===== config.mk =====
export PLATFORM = sky130hd
export DESIGN_NAME = sm_mul_seq
export DESIGN_NICKNAME = d
export VERILOG_FILES = /design/src/rtl/sm_mul_seq.sv
export SDC_FILE = /design/constraint.sdc
export NUM_CORES = 1
export LEC_CHECK = 0
export CAP_MARGIN = 40
export CORE_MARGIN = 2
export CORE_UTILIZATION = 58
export CTS_CLUSTER_DIAMETER = 200
export DETAILED_ROUTE_END_ITERATION = 10
export GPL_TIMING_DRIVEN = 0
export PLACE_DENSITY_LB_ADDON = 0.3
export SLEW_MARGIN = 20
export SYNTH_ARGS = -nofsm -noshare
export SYNTH_HDL_FRONTEND = slang
export SYNTH_SLANG_ARGS = --single-unit

===== constraint.sdc =====
create_clock -name clk -period 6.6 [get_ports clk]
set_input_delay 0.66 -clock clk [delete_from_list [all_inputs] [get_ports clk]]
set_output_delay 0.66 -clock clk [all_outputs]
set_load 0.01 [all_outputs]

===== src/rtl/sm_mul_seq.sv =====
// ----------------------------------------------------------------------------
// sm_mul_seq
//
// Sequential sign-magnitude shift-add multiplier. Two (N+1)-bit
// sign-magnitude operands are captured on an accepted start. The block then
// retires one multiplier bit per cycle for N cycles and presents a (2N+1)-bit
// sign-magnitude product. It uses the same operand format as the
// sign-magnitude divider beside it, and that divider checks its results
// against this block.
//
// Ports
//   clk           in   1      rising-edge clock
//   rst           in   1      synchronous, active-high reset
//   start         in   1      request; honoured only in IDLE or DONE
//   multiplicand  in   N+1    [N] sign, [N-1:0] magnitude
//   multiplier    in   N+1    [N] sign, [N-1:0] magnitude
//   busy          out  1      high while an operation is in progress
//   done          out  1      high while the product is valid
//   product       out  2N+1   [2N] sign, [2N-1:0] magnitude
// ----------------------------------------------------------------------------
module sm_mul_seq #(
  parameter int N = 16
) (
  input  logic           clk,
  input  logic           rst,
  input  logic           start,
  input  logic [N:0]     multiplicand,
  input  logic [N:0]     multiplier,
  output logic           busy,
  output logic           done,
  output logic [2*N:0]   product
);

  localparam int CW = $clog2(N + 1);

  typedef enum logic [1:0] {
    IDLE = 2'd0,
    CALC = 2'd1,
    DONE = 2'd2
  } state_e;

  state_e           state_q, state_d;
  logic [N-1:0]     m_q, m_d;          // multiplicand magnitude
  logic [N-1:0]     a_q, a_d;          // multiplier, shifted out LSB first
  logic [N:0]       p_q, p_d;          // partial product high half, with carry
  logic             s_q, s_d;          // product sign before zero correction
  logic [CW-1:0]    count_q, count_d;
  logic [2*N:0]     product_q, product_d;
  logic             busy_q, busy_d;
  logic             done_q, done_d;

  logic             accept;
  logic             last_step;
  logic [N:0]       sum;
  logic [N:0]       p_shift;
  logic [N-1:0]     a_shift;
  logic [2*N-1:0]   mag;

  // start is honoured only when no operation is in flight.
  assign accept    = start && (state_q == IDLE || state_q == DONE);
  assign last_step = (state_q == CALC) && (count_q == CW'(N - 1));

  // One shift-add step. The sum fits in N+1 bits because P stays below 2^N
  // before the add. The whole {P,A} pair then shifts right, and the LSB of
  // the sum moves into the MSB of A.
  assign sum     = a_q[0] ? (p_q + {1'b0, m_q}) : p_q;
  assign p_shift = {1'b0, sum[N:1]};
  assign a_shift = {sum[0], a_q[N-1:1]};
  assign mag     = {p_shift[N-1:0], a_shift};

  // --------------------------------------------------------------------------
  // Next-state logic
  // --------------------------------------------------------------------------
  // NOTE: each combinational block assigns a default to every output first.
  // That way no path leaves a signal unassigned, and no latch is inferred.
  always_comb begin
    state_d = state_q;
    unique case (state_q)
      IDLE:    if (start)     state_d = CALC;
      CALC:    if (last_step) state_d = DONE;
      DONE:    if (start)     state_d = CALC;
      default:                state_d = IDLE;
    endcase
  end

  // --------------------------------------------------------------------------
  // Datapath next-state
  // --------------------------------------------------------------------------
  always_comb begin
    m_d       = m_q;
    a_d       = a_q;
    p_d       = p_q;
    s_d       = s_q;
    count_d   = count_q;
    product_d = product_q;

    if (accept) begin
      m_d     = multiplicand[N-1:0];
      a_d     = multiplier[N-1:0];
      s_d     = multiplicand[N] ^ multiplier[N];
      p_d     = '0;
      count_d = '0;
    end else if (state_q == CALC) begin
      p_d     = p_shift;
      a_d     = a_shift;
      count_d = count_q + CW'(1);
      // A zero magnitude always gets a positive sign, so -0 is never output.
      if (last_step) begin
        product_d = {s_q & (|mag), mag};
      end
    end
  end

  // --------------------------------------------------------------------------
  // Output decode. Outputs are registered, so they are decoded from the
  // next state and line up with the state register.
  // --------------------------------------------------------------------------
  always_comb begin
    busy_d = (state_d == CALC);
    done_d = (state_d == DONE);
  end

  // --------------------------------------------------------------------------
  // State and datapath registers
  // --------------------------------------------------------------------------
  // NOTE: sequential state uses non-blocking assignments only. Every register
  // then samples its pre-edge value, whatever order the statements are in.
  always_ff @(posedge clk) begin
    if (rst) begin
      state_q   <= IDLE;
      m_q       <= '0;
      a_q       <= '0;
      p_q       <= '0;
      s_q       <= 1'b0;
      count_q   <= '0;
      product_q <= '0;
      busy_q    <= 1'b0;
      done_q    <= 1'b0;
    end else begin
      state_q   <= state_d;
      m_q       <= m_d;
      a_q       <= a_d;
      p_q       <= p_d;
      s_q       <= s_d;
      count_q   <= count_d;
      product_q <= product_d;
      busy_q    <= busy_d;
      done_q    <= done_d;
    end
  end

  assign busy    = busy_q;
  assign done    = done_q;
  assign product = product_q;

endmodule


# == After elaboration in Yosys (flattened, before gate mapping) ==
# Cells that the tools add are included.
# totals
regBits,91
latchBits,0
ram_bits,0
rom_bits,0
elab_cells,34
mem_count,0
# op_classes
add_sub_neg,2
n_mul,0
div,0
order_cmp,0
n_eq_ne,5
shifts,0
mux,6
bitwise,3
reduce_logical,9
# ops
cell,n
two-way mux 16 bit,2
OR reduction 32 bit,1
adder 16 x 16 -> 17 bit,1
two-way mux 17 bit,1
"adder 5 x 1 -> 5 bit, second input constant",1
"equality test 5 x 4 -> 1 bit, second input constant",1
"equality test 2 x 1 -> 1 bit, second input constant",2
"equality test 2 bit, second input constant",2
two-way mux 2 bit,2
one-hot mux 2 bit (2 select lines),1
OR reduction 2 bit,2
AND reduction 3 bit,1
logical AND 1 bit,2
zero test 2 bit,1
nonzero test 2 bit,1
AND 1 bit,1
logical OR 1 bit,1
inverter 1 bit,1
bitwise XOR 1 bit,1

# == Depth between registers and ports, before layout ==
# logic_depth
depth_word,5
depth_mapped,10
mapped_depth_nobuf,10

# == Worst setup path before layout ==
# No wires, ideal clock.
# synth_path
kind,flip-flop to flip-flop
from,reg p_q[0]
to,reg product_q[32] (netlist: product[32])
arrival_ns,2.496
required_time_ns,6.468
path_slack_ns,3.972
path_stages_with_launch,11
path_buffers,0
path_cell_list,dfxtp_1 -> ha_1 -> fa_1 -> a21o_1 -> a22o_4 -> nor4b_4 -> nor2_1 -> a2111oi_4 -> o31ai_1 -> nor4b_1 -> nor3_1
# synth_via
elab_chain_len,4
# synth_rtl
element,line_no,source
start: declaration,45,"logic [N:0] p_q, p_d;"
start signal: assignment,143,p_q <= p_d;
adder 16 x 16 -> 17 bit,66,"assign sum = a_q[0] ? (p_q + {1'b0, m_q}) : p_q;"
two-way mux 17 bit *,66,
OR reduction 32 bit *,109,"product_d = {s_q & (|mag), mag};"
AND 1 bit *,109,
end signal: assignment,146,product_q <= product_d;
end: declaration,48,"logic [2*N:0] product_q, product_d;"
# Mark *: on every way between the ends. The rest lies on a longest branch, timed or not.
# A chain may end at the register's enable or synchronous reset.

# == Worst setup path after layout ==
# Ends and elaborated chain as after synthesis.

==> run metrics <==
status finished, final reports clean; Mapped Area 4440 um2; diode count 0; Boundary Pins 72; Vias 4411; gr usage total 0.311; clock skew between 10 and 15 ps; EDFF count, synth 0; crit path launch p_q[0]$_SDFFE_PP0P_; insertion delay of the later-clocked pin in the worst-skew pair 360 ps; post-CTS setup buffer count 0; leakage roughly 0.0020 uW; final-report hold violation count 0; top cell type's share of synthesized area 0.411; Worst-Margin Slew 655 ps; CP Max Fanout 4; non-filler cells, final around 740; cell count after placement between 700 and 800; worst hold slack 463 ps; DP Wirelength between 9000 and 10000 um; CTS H-tree depth 3; proportion of layout cells with a drive suffix above 1 0.0440; fmax 330 MHz; GR Overflow Total 0; Die Wd between 90 and 100 um; synthesis warning total 0; DRT iter0 DRCs roughly 450; RSZ-0062 raised after global routing false; Root Driver clkbuf_8; IR drop worst, VDD ~150 uV; CP delay by family, top simple AND/OR/NAND/NOR gates; Distinct cells, synth 54; Synthesized Nets between 600 and 700; Sink Count 91; Detail Route Antenna Nets 0; synthesized instance count around 550; crit path cell chain ha_1 > fa_1 > a21o_1 > a22o_4 > or3_1 > a31oi_2 > and4b_1 > nand4_1 > nor4b_1 > nor3_1; element type at the critical path start register; routed wire length 12400 um; ys flop type dfxtp_1; Slew HR 0.562; first-pass iteration count of the detailed router 5; HP Class reg2reg; vias in the first global route ~4200; max incr delay on CP between 400 and 500 ps; WL per Instance 16.9 um; row cnt 31; input/output buffers 70; largest net degree at the start of global routing 17; via/cell ratio between 5 and 6; Synth area leader dfxtp_1; Initial Util 0.605; CTS tree done; CP Class reg2reg; clk buf depth 2; synthesis-to-finish area growth 23.2%; max-slew violations 0; Final #Nets slightly below 700; die area between 8000 and 9000 um2; CTS buffer count 9; final setup fails 0; FFs w/ async S/R, synth 0; Buf+Inv Stages, Crit Path 0; CTS Hold Bufs 0; Synth Area per Inst 8.05 um2; Critical Path Sink Type register; Die Ht between 90 and 100 um; TNS Setup 0 ps; core area 7330 um2; Power Density roughly 210 nW/um2; #FFs+latches synth a little over 90; Post-CTS Resized 0; Post-route DRC 0; HP Start product[3]$_SDFFE_PP0P_; fin crit share 0.459; Worst Path Required slightly below 7000 ps; reg2reg start p_q[0]$_SDFFE_PP0P_; Slowest cell on crit path fa_1; fin crit period about 3000 ps; max cap viols 0; CP arrival around 3300 ps; Final GP Congestion 0.918; global-route wire length before repair ~21000 um; Synth area leaders dfxtp_1 41%, nand2_1 9.2%, a21oi_1 7.4%; Clock Pin Slew Worst Setup and Hold Paths 100 ps; initial antenna violation count 0; Seq/Total Area, Yosys 0.411
## logic make-up after synthesis
kind of cell	Yosys count	share of synthesized area
AO/OA/AOI/OAI	151	0.228
XOR/XNOR	8	0.0158
adder cells (fa/ha/maj)	19	0.0553
buffers and inverters	40	0.0350
flip-flops	91	0.411
multiplexers	7	0.0158
AND/OR/NAND/NOR	235	0.240
## cell usage after synthesis (all sizes together) (2+ instances only)
master	number
nand2	109
dfxtp	91
a21oi	66
nor2	60
a211oi	31
clkbuf	29
ha	18
a22oi	15
nor3	14
nand2b	8
nor2b	8
o21ai	8
a21o	7
and3	7
buf	7
mux2i	7
nand4	6
nor4	5
inv	4
xnor2	4
xor2	4
and2	3
o211ai	3
o31a	3
o31ai	3
or3	3
a2111oi	2
nand3	2
nand3b	2
nand4b	2
nor4b	2
o21a	2
o311a	2
or2	2
## sequential cells by signal (all words and copies together) (netlist names)
name and cells:
state_q 2, count_q 5, s_q 1, done 1, m_q 16, product 33, p_q 16, busy 1
a_q 16
## cell usage in the layout, fill, tap and decap left out, types with 8 or more instances in the layout
| master | count |
|---|---|
| nand2b_1 | 8 |
| a21oi_1 | 66 |
| clkbuf_8 | 9 |
| nor2_1 | 60 |
| clkdlybuf4s50_1 | 70 |
| a22oi_1 | 15 |
| nand2_1 | 109 |
| clkbuf_1 | 30 |
| nor2b_1 | 8 |
| nor3_1 | 14 |
| dfxtp_1 | 91 |
| ha_1 | 18 |
| a211oi_1 | 31 |
## metal layers
layer	vias to the layer above	wire length (um)	GRT usage
li1	2117	-	-
met1	2072	5320	0.419
met2	202	5990	0.510
met3	20	864	0.0523
met4	0	244	0.0934
met5	-	0	0
## per-stage QoR
step / util / total power (uW) / area [um2] / setup WS (ps)
after floorplan: - / 704 / 4440 / 3970
after global placement: 0.718 / 759 / 5260 / 3660
after detailed placement: 0.718 / 766 / 5260 / 3660
after CTS: 0.745 / 1140 / 5460 / 3600
after global routing: 0.745 / 1190 / 5460 / 3420
final: 0.745 / 1150 / 5460 / 3570
## path summary, 6_finish.rpt
check / end / slack (ps) / depth (start not counted)
min: product[3]$_SDFFE_PP0P_ / 460 / 2
max: product[32]$_SDFFE_PP0P_ / 3570 / 10
min reg2reg: product[3]$_SDFFE_PP0P_ / 460 / 2
max reg2reg: product[32]$_SDFFE_PP0P_ / 3570 / 10
## power by group
| group | leakage (uW) | switching [uW] | internal (uW) |
|---|---|---|---|
| registers | 0.000740 | 19.8 | 569 |
| logic | 0.00121 | 99.6 | 70.0 |
| clock network | 0.0000986 | 208 | 180 |
## worst min-delay path: stages (launching register included)
cell,delay [ps]
dfxtp_1,320
nand2_1,50
a21oi_1,50
## area by class of cell
| type | instances | area, um2 |
|---|---|---|
| plain buffers | 36 | 140 |
| fillers | 533 | 1870 |
| multi-input cells | 420 | 2460 |
| clock buffers | 10 | 128 |
| repair buffers | 70 | 701 |
| well taps | 99 | 124 |
| inverters | 4 | 15.0 |
| flip-flops and latches | 91 | 1820 |
| clock inverters | 6 | 75.1 |
Note: power is estimated with default switching activity, not from simulation.
